File: src/rtl/rvvi_tx_arbiter_if.sv
// rvvi_tx_arbiter_if
//   AXI4-style write-data channel (data, byte strobes, last, valid/ready)
//   shared by the RVVI transmit requesters and the MAC TX FIFO.
// Signals:
//   Wdata  32  write data
//   Wstrb   4  byte strobes
//   Wlast   1  final beat of a frame
//   Wvalid  1  beat valid (source to sink)
//   Wready  1  beat accepted (sink to source)
// Modports: master drives the beat and samples Wready; slave is the reverse.
interface rvvi_tx_arbiter_if;
  logic [31:0] Wdata;
  logic [3:0]  Wstrb;
  logic        Wlast;
  logic        Wvalid;
  logic        Wready;

  modport master (output Wdata, output Wstrb, output Wlast, output Wvalid, input Wready);
  modport slave  (input Wdata, input Wstrb, input Wlast, input Wvalid, output Wready);
endinterface

File: src/rtl/rvvi_tx_arbiter.sv
// rvvi_tx_arbiter
//   Frame-atomic round-robin arbiter between the trace packetizer (T) and
//   the host-control frame source (C) onto the MAC TX write-data channel.
//   Trace frames are credit-gated by a window of MAX_OUTSTANDING unacked
//   frames; cumulative host acks reopen the window. Also owns the trace
//   frame counter embedded by the packetizer.
// Ports:
//   clk, reset    clock; synchronous active-high reset
//   tReq          trace requester channel (slave)
//   cReq          control requester channel (slave)
//   mTx           merged channel to MAC TX (master)
//   AckValid      one-cycle strobe, host ack decoded
//   AckCount      cumulative trace frames received by the host
//   FrameCount    trace frames fully sent
//   Outstanding   FrameCount - acked count, 8 bits
//   CreditStall   credit window is full
//
// state | meaning
// IDLE  | no grant; arbitrate on this cycle's valids, MW outputs held at 0
// GNT_T | trace requester owns MW until its last-beat handshake
// GNT_C | control requester owns MW until its last-beat handshake
module rvvi_tx_arbiter #(
  parameter int unsigned MAX_OUTSTANDING   = 8,
  parameter int unsigned FRAME_COUNT_WIDTH = 64
) (
  input  logic                         clk,
  input  logic                         reset,
  rvvi_tx_arbiter_if.slave             tReq,
  rvvi_tx_arbiter_if.slave             cReq,
  rvvi_tx_arbiter_if.master            mTx,
  input  logic                         AckValid,
  input  logic [FRAME_COUNT_WIDTH-1:0] AckCount,
  output logic [FRAME_COUNT_WIDTH-1:0] FrameCount,
  output logic [7:0]                   Outstanding,
  output logic                         CreditStall
);

  typedef enum logic [1:0] {IDLE, GNT_T, GNT_C} arbState;

  arbState                      state;
  arbState                      stateNext;
  logic                         lastGrantT;
  logic [FRAME_COUNT_WIDTH-1:0] ackedCount;
  logic [FRAME_COUNT_WIDTH-1:0] outstandingWide;
  logic [FRAME_COUNT_WIDTH-1:0] ackDelta;
  logic                         creditOk;
  logic                         tEligible;
  logic                         cEligible;
  logic                         tFrameDone;
  logic                         ackAccept;

  assign outstandingWide = FrameCount - ackedCount;
  assign Outstanding     = 8'(outstandingWide);
  assign creditOk        = Outstanding < 8'(MAX_OUTSTANDING);
  assign CreditStall     = Outstanding == 8'(MAX_OUTSTANDING);

  // Range check done on modular distances from the acked count so that a
  // FrameCount that has wrapped past zero still bounds the ack correctly.
  assign ackDelta  = AckCount - ackedCount;
  assign ackAccept = AckValid && (ackDelta <= outstandingWide);

  assign tEligible = tReq.Wvalid && creditOk;
  assign cEligible = cReq.Wvalid;

  always_comb begin
    stateNext   = state;
    tFrameDone  = 1'b0;
    mTx.Wdata   = '0;
    mTx.Wstrb   = '0;
    mTx.Wlast   = 1'b0;
    mTx.Wvalid  = 1'b0;
    tReq.Wready = 1'b0;
    cReq.Wready = 1'b0;
    case (state)
      IDLE: begin
        if (tEligible && cEligible) stateNext = lastGrantT ? GNT_C : GNT_T;
        else if (tEligible)         stateNext = GNT_T;
        else if (cEligible)         stateNext = GNT_C;
      end
      GNT_T: begin
        mTx.Wdata   = tReq.Wdata;
        mTx.Wstrb   = tReq.Wstrb;
        mTx.Wlast   = tReq.Wlast;
        mTx.Wvalid  = tReq.Wvalid;
        tReq.Wready = mTx.Wready;
        if (tReq.Wvalid && mTx.Wready && tReq.Wlast) begin
          stateNext  = IDLE;
          tFrameDone = 1'b1;
        end
      end
      GNT_C: begin
        mTx.Wdata   = cReq.Wdata;
        mTx.Wstrb   = cReq.Wstrb;
        mTx.Wlast   = cReq.Wlast;
        mTx.Wvalid  = cReq.Wvalid;
        cReq.Wready = mTx.Wready;
        if (cReq.Wvalid && mTx.Wready && cReq.Wlast) stateNext = IDLE;
      end
      default: stateNext = IDLE;
    endcase
  end

  always_ff @(posedge clk) begin
    if (reset) begin
      state      <= IDLE;
      lastGrantT <= 1'b0;
      FrameCount <= '0;
      ackedCount <= '0;
    end else begin
      state <= stateNext;
      // Remember whoever was granted last so a later tie goes the other way.
      if (state == IDLE && stateNext == GNT_T)      lastGrantT <= 1'b1;
      else if (state == IDLE && stateNext == GNT_C) lastGrantT <= 1'b0;
      if (tFrameDone) FrameCount <= FrameCount + FRAME_COUNT_WIDTH'(1);
      if (ackAccept)  ackedCount <= AckCount;
    end
  end

endmodule

File: src/flat_wrapper.sv
// flat-port wrapper written by rule: the top's interface ports become plain ports
module rvvi_tx_arbiter_flat 
#(
  parameter int unsigned MAX_OUTSTANDING   = 8,
  parameter int unsigned FRAME_COUNT_WIDTH = 64
)
  (clk, reset, AckValid, AckCount, FrameCount, Outstanding, CreditStall, tReq_Wdata, tReq_Wstrb, tReq_Wlast, tReq_Wvalid, tReq_Wready, cReq_Wdata, cReq_Wstrb, cReq_Wlast, cReq_Wvalid, cReq_Wready, mTx_Wdata, mTx_Wstrb, mTx_Wlast, mTx_Wvalid, mTx_Wready);
  rvvi_tx_arbiter_if tReq_i ();
  rvvi_tx_arbiter_if cReq_i ();
  rvvi_tx_arbiter_if mTx_i ();
  input  logic clk;
  input  logic reset;
  input  logic AckValid;
  input  logic [FRAME_COUNT_WIDTH-1:0] AckCount;
  output logic [FRAME_COUNT_WIDTH-1:0] FrameCount;
  output logic [7:0] Outstanding;
  output logic CreditStall;
  input wire logic [$bits(tReq_i.Wdata)-1:0] tReq_Wdata;
  input wire logic [$bits(tReq_i.Wstrb)-1:0] tReq_Wstrb;
  input wire logic [$bits(tReq_i.Wlast)-1:0] tReq_Wlast;
  input wire logic [$bits(tReq_i.Wvalid)-1:0] tReq_Wvalid;
  output wire logic [$bits(tReq_i.Wready)-1:0] tReq_Wready;
  input wire logic [$bits(cReq_i.Wdata)-1:0] cReq_Wdata;
  input wire logic [$bits(cReq_i.Wstrb)-1:0] cReq_Wstrb;
  input wire logic [$bits(cReq_i.Wlast)-1:0] cReq_Wlast;
  input wire logic [$bits(cReq_i.Wvalid)-1:0] cReq_Wvalid;
  output wire logic [$bits(cReq_i.Wready)-1:0] cReq_Wready;
  output wire logic [$bits(mTx_i.Wdata)-1:0] mTx_Wdata;
  output wire logic [$bits(mTx_i.Wstrb)-1:0] mTx_Wstrb;
  output wire logic [$bits(mTx_i.Wlast)-1:0] mTx_Wlast;
  output wire logic [$bits(mTx_i.Wvalid)-1:0] mTx_Wvalid;
  input wire logic [$bits(mTx_i.Wready)-1:0] mTx_Wready;
  assign tReq_i.Wdata = tReq_Wdata;
  assign tReq_i.Wstrb = tReq_Wstrb;
  assign tReq_i.Wlast = tReq_Wlast;
  assign tReq_i.Wvalid = tReq_Wvalid;
  assign tReq_Wready = tReq_i.Wready;
  assign cReq_i.Wdata = cReq_Wdata;
  assign cReq_i.Wstrb = cReq_Wstrb;
  assign cReq_i.Wlast = cReq_Wlast;
  assign cReq_i.Wvalid = cReq_Wvalid;
  assign cReq_Wready = cReq_i.Wready;
  assign mTx_Wdata = mTx_i.Wdata;
  assign mTx_Wstrb = mTx_i.Wstrb;
  assign mTx_Wlast = mTx_i.Wlast;
  assign mTx_Wvalid = mTx_i.Wvalid;
  assign mTx_i.Wready = mTx_Wready;
  rvvi_tx_arbiter #(.MAX_OUTSTANDING(MAX_OUTSTANDING), .FRAME_COUNT_WIDTH(FRAME_COUNT_WIDTH)) u_core (.clk(clk), .reset(reset), .tReq(tReq_i), .cReq(cReq_i), .mTx(mTx_i), .AckValid(AckValid), .AckCount(AckCount), .FrameCount(FrameCount), .Outstanding(Outstanding), .CreditStall(CreditStall));
endmodule
File: config.mk
export PLATFORM = sky130hd
export DESIGN_NAME = rvvi_tx_arbiter_flat
export DESIGN_NICKNAME = d
export VERILOG_FILES = /design/src/rtl/rvvi_tx_arbiter_if.sv /design/src/rtl/rvvi_tx_arbiter.sv /design/src/flat_wrapper.sv
export SDC_FILE = /design/constraint.sdc
export NUM_CORES = 1
export LEC_CHECK = 0
export ABC_CLOCK_PERIOD_IN_PS = 6850
export CAP_MARGIN = 20
export CORE_MARGIN = 10
export CORE_UTILIZATION = 55
export DETAILED_ROUTE_END_ITERATION = 8
export PLACE_DENSITY = 0.83
export SYNTH_ARGS = -nofsm -noshare
export SYNTH_HDL_FRONTEND = slang
export SYNTH_SLANG_ARGS = --single-unit
File: constraint.sdc
create_clock -name clk -period 6.85 [get_ports clk]
set_input_delay 1.37 -clock clk [delete_from_list [all_inputs] [get_ports clk]]
set_output_delay 1.37 -clock clk [all_outputs]
set_load 0.1 [all_outputs]
* Yosys cells after proc, flatten, opt, wreduce, memory -nomap -nowiden
Cells that the tools add are included.
** Word-level totals
- Output and inout port bits :: 113
- Input bits :: 144
- Register bits after elaboration :: 131
- Logic and storage cells :: 42
** Cells by class
- Eq/ne operators :: 5
- Magnitude comparators :: 2
- Mux-type cells :: 17
- Reductions and logical operators :: 11
- Add/subtract/negate cells :: 3
** Operators with widths (count)
- $sub 64x64->64 :: 2
- $add 64x1->64 const B :: 1
- $le 64x64->1 :: 1
- $pmux 32 s2 :: 1
- $mux 2 :: 6
- $logic_and 1x1->1 :: 9
- $eq 8x4->1 const B :: 1
- $lt 8x4->1 const B :: 1
- $pmux 4 s2 :: 1
- $mux 1 :: 6
- $pmux 2 s3 :: 1
- $eq 2x1->1 const B :: 2
- $eq 2x2->1 const B :: 2
- $pmux 1 s2 :: 2
- $logic_not 2->1 :: 1
- $reduce_bool 2->1 :: 1

* Longest topological paths before layout
- Word-level depth :: 10
- Gate-level depth with buffers :: 26
- Gate-level depth less buffers :: 24

* Worst setup path before layout
Ideal clock, no wire load.
- Kind :: register to output
- From :: register u_core.FrameCount[1]
- To :: output port CreditStall
- Path buffers :: 0
- Cell stages (with the launch flop) :: 8
- Arrival time :: 6.278 ns
- Data required time :: 5.480 ns
- Setup slack :: -0.798 ns
- Cells stage by stage :: dfxtp_1 -> ha_1 -> nor2b_1 -> o21ai_0 -> nand2b_1 -> xor2_1 -> nand4_1 -> nor4_1
** On the way
- Longest elaborated chain between the ends :: 2
** Ends and longest elaborated chain
- start, declared :: line rvvi_tx_arbiter.sv:33 : output logic [FRAME_COUNT_WIDTH-1:0] FrameCount,
- start signal, assigned :: line rvvi_tx_arbiter.sv:114 : if (tFrameDone) FrameCount <= FrameCount + FRAME_COUNT_WIDTH'(1);
- $sub 64x64->64 :: line rvvi_tx_arbiter.sv:52 : assign outstandingWide = FrameCount - ackedCount;
- net Outstanding[3] :: line flat_wrapper.sv:16 : output logic [7:0] Outstanding;
- $eq 8x4->1 :: line rvvi_tx_arbiter.sv:55 : assign CreditStall = Outstanding == 8'(MAX_OUTSTANDING);
- end, declared :: line flat_wrapper.sv:17 : output logic CreditStall;
The timed path passes the listed nets, and every way through them passes these cells.

* Worst setup path in the final report
- From :: input port AckCount[2]
- To :: register u_core.ackedCount[50]
** On the way
- Longest elaborated chain between the ends :: 3
** Ends and longest elaborated chain
- start, declared :: line flat_wrapper.sv:14 : input logic [FRAME_COUNT_WIDTH-1:0] AckCount;
- $sub 64x64->64 :: line rvvi_tx_arbiter.sv:59 : assign ackDelta = AckCount - ackedCount;
- $le 64x64->1 :: line rvvi_tx_arbiter.sv:60 : assign ackAccept = AckValid && (ackDelta <= outstandingWide);
- $logic_and 1x1->1 :: line rvvi_tx_arbiter.sv:60
- end signal, assigned :: line rvvi_tx_arbiter.sv:115 : if (ackAccept) ackedCount <= AckCount;
- end, declared :: line rvvi_tx_arbiter.sv:43 : logic [FRAME_COUNT_WIDTH-1:0] ackedCount;
Every way passes these cells.
A chain may end at the register's enable or synchronous reset.

==> results.yml <==
synth:
  synth_edf_count: 0
  synth.net_count: 2294
  synthFlopType: "dfxtp_1"
  synth_top_family_by_area: "compound AO/OA/AOI/OAI gates"
  yosys.area.top_type_share_pct: 17.63
  synth-simple-area-share_pct: 20.84
  ys_ff_latch: 131
  avgSynthCellArea_um2: 7.616
  ys_types: 79
  ys_seq_area_share_pct: 17.63
  synthMuxAreaShare_pct: 4.441
  netlist_instances: 1953
  synth_warnings: 0
  synth_compound_area_share_pct: 25.32
  synth_top_cell_by_area: "dfxtp_1"
  netlist_area_um2: 14870
  async_flop_share_pct: 0
  synthXorXnorAreaFrac_pct: 10.01
  synth-adder-area-share_pct: 16.67
  ys_top_cells_by_area: "dfxtp_1, ha_1, a21o_1, a21oi_1, xor2_1"
timing:
  fmax_ghz: 0.1519
  period_needed_ns: 6.585
  skew_ns: 0.01291
  hold_viol_final: 0
  max_slew_margin_pct: 22.45
  finalCritPeriodShare_pct: 96.12
  setup_ws_ns: 0.2655
  tightestPinTransition_ns: 1.160
  setup_viol: 0
  maxSlewViolCount: 0
route:
  vias_per_cell: 6.161
  wl_met1_mm: 22.08
  routed_wl_mm: 54.92
  drtIter0Drc: 1368
  post_drt_wl_per_cell_um: 20.98
  top_layer: "met4"
  vias: 16130
  drt_pre_antenna_iters: 7
  dr_wl_met2_mm: 26.34
  drc: 0
  ant_nets: 0
  wl_met3_mm: 4.303
layout:
  fin_cells: 2618
  multi_input_comb_area_um2: 11560
  final_util_pct: 71.74
  final_net_count: 2603
  seq_area_um2: 2631
  fillers: 2197
  area_growth_pct: 29.26
  layout-drive-gt1-share_pct: 8.440
critical_path:
  critical-path-max-stage-delay_ns: 0.53
  critPathLaunchType: "primary input"
  crit_type: "in -> reg"
  path_max_fanout: 14
  cp_common_cell: "a21o_1"
  worst_path_max_delay_cell: "clkdlybuf4s50_1"
  cp.arrival_ns: 6.88
  critPathRequiredTime_ns: 7.15
  crit_path_end_kind: "flip-flop"
pwr:
  p_leak_nw: 8.712
  powerDensity_nw_per_um2: 324.4
  ir_drop_mv: 0.2119
global_route:
  antenna_found_initial: 2
  grt_pass1_vias: 15700
  grt_max_degree: 69
  grtUsageTotal_pct: 30.60
  grt_pass1_wl_mm: 83.43
  grt-ovfl-total: 0
cts:
  cts_tree: "done"
  clockBufferDepth: 2
  cts_buffers: 17
  clk_latency_ns: 0.44
  h-tree-depth: 4
  clock-sinks: 131
  clkTransAtPathRegs_ns: 0.06
  cts-root-buf: "clkbuf_16"
  ctsHoldBuffers: 0
floorplanning:
  io_pins: 257
  die_w_um: 184.5
  core_um2: 26800
  rows: 60
  dieArea_um2: 34020
  start_util_pct: 55.50
  die_h_um: 184.5
hold_path:
  hp-class: "reg -> reg"
placed_design:
  placed_cells: 2576
  place_congestion: 0.9922
  preCtsSetupSlack_ns: -0.3183
  port_buffers: 256
  hpwl_mm: 44.00
status:
  status: "finished clean"
job:
  cap_violations: 0
## kinds of logic after synthesis
family | after synthesis
AO/OA/AOI/OAI | 570
XOR/XNOR | 170
adder cells (fa/ha/maj) | 197
buffers and inverters | 193
flip-flops | 131
multiplexers | 66
AND/OR/NAND/NOR | 626
## cell usage after synthesis, types with 64 or more instances
cell	n
ha_1	195
inv_1	114
o21ai_0	86
nand2_1	119
xnor2_1	83
clkbuf_1	64
nor2_1	196
dfxtp_1	131
a21oi_1	162
mux2i_1	66
a21o_1	113
xor2_1	87
## flip-flops by register name, summed over array words and instances, names as in the netlist
name / flops
u_core.lastGrantT: 1
u_core.state: 2
u_core.FrameCount: 64
u_core.ackedCount: 64
## cell type report
class                           count  area share [%]
Multi-Input combinational cell   1629           60.11
Timing Repair Buffer              369           18.34
Inverter                          114           2.226
Antenna cell                        2         0.02603
Clock buffer                       20           2.323
Tap cell                          341           2.219
Clock inverter                     12           1.067
Sequential cell                   131           13.69
## power breakdown
part           internal (W)  switching (W)
clock network      0.000658       0.000411
registers          0.000866      0.0000590
logic               0.00178        0.00246
total               0.00331        0.00293
## routing by layer
metal,track usage [%],up-vias
li1,-,7680
met4,13.31,0
met3,6.143,129
met5,0,-
met2,52.89,743
met1,35.81,7578
## critical path, delay by kind of cell
family / cells / cell delay, ns
mux: 1 / 0.23
xor+xnor: 1 / 0.09
fa+ha+maj: 2 / 0.57
simple gates: 4 / 0.48
buf+inv: 4 / 1.02
compound gates: 14 / 3.12
## final timing paths
check,depth (start not counted),end,from,slack (ns)
setup / recovery,26,u_core.ackedCount[50],AckCount[2],0.27
hold / removal,2,u_core.ackedCount[47],u_core.ackedCount[47],0.49
setup reg to reg,28,u_core.ackedCount[50],u_core.ackedCount[1],0.83
hold reg to reg,2,u_core.ackedCount[47],u_core.ackedCount[47],0.49
## per-stage QoR
step,instance area (µm²),hold WS [ns],TNS [ns],total power [W]
final,19230,0.4935,0,0.006237
after global routing,19230,0.5087,-0.2996,0.006644
after floorplan,14900,0.4604,0,0.003740
after CTS,19030,0.4964,0,0.005996
after detailed placement,18380,0.4810,-17.42,0.004881
after global placement,18380,0.4714,-4.544,0.004797
## what timing repair did
| item | in CTS | in global routing |
|---|---|---|
| gates resized for setup | 0 | 11 |
| buffers inserted | 0 | 4 |
| endpoints found under the setup margin | 0 | 64 |
## cell usage in the layout (no fill, tap or decap), types with 83 or more instances in the layout
cell type / instances
buf_4: 106
inv_1: 114
a21o_1: 112
a21oi_1: 161
xnor2_1: 83
xor2_1: 85
nor2_1: 196
nand2_1: 119
dfxtp_1: 124
o21ai_0: 86
ha_1: 195
clkdlybuf4s50_1: 253
Note: power is estimated with default switching activity, not from simulation.
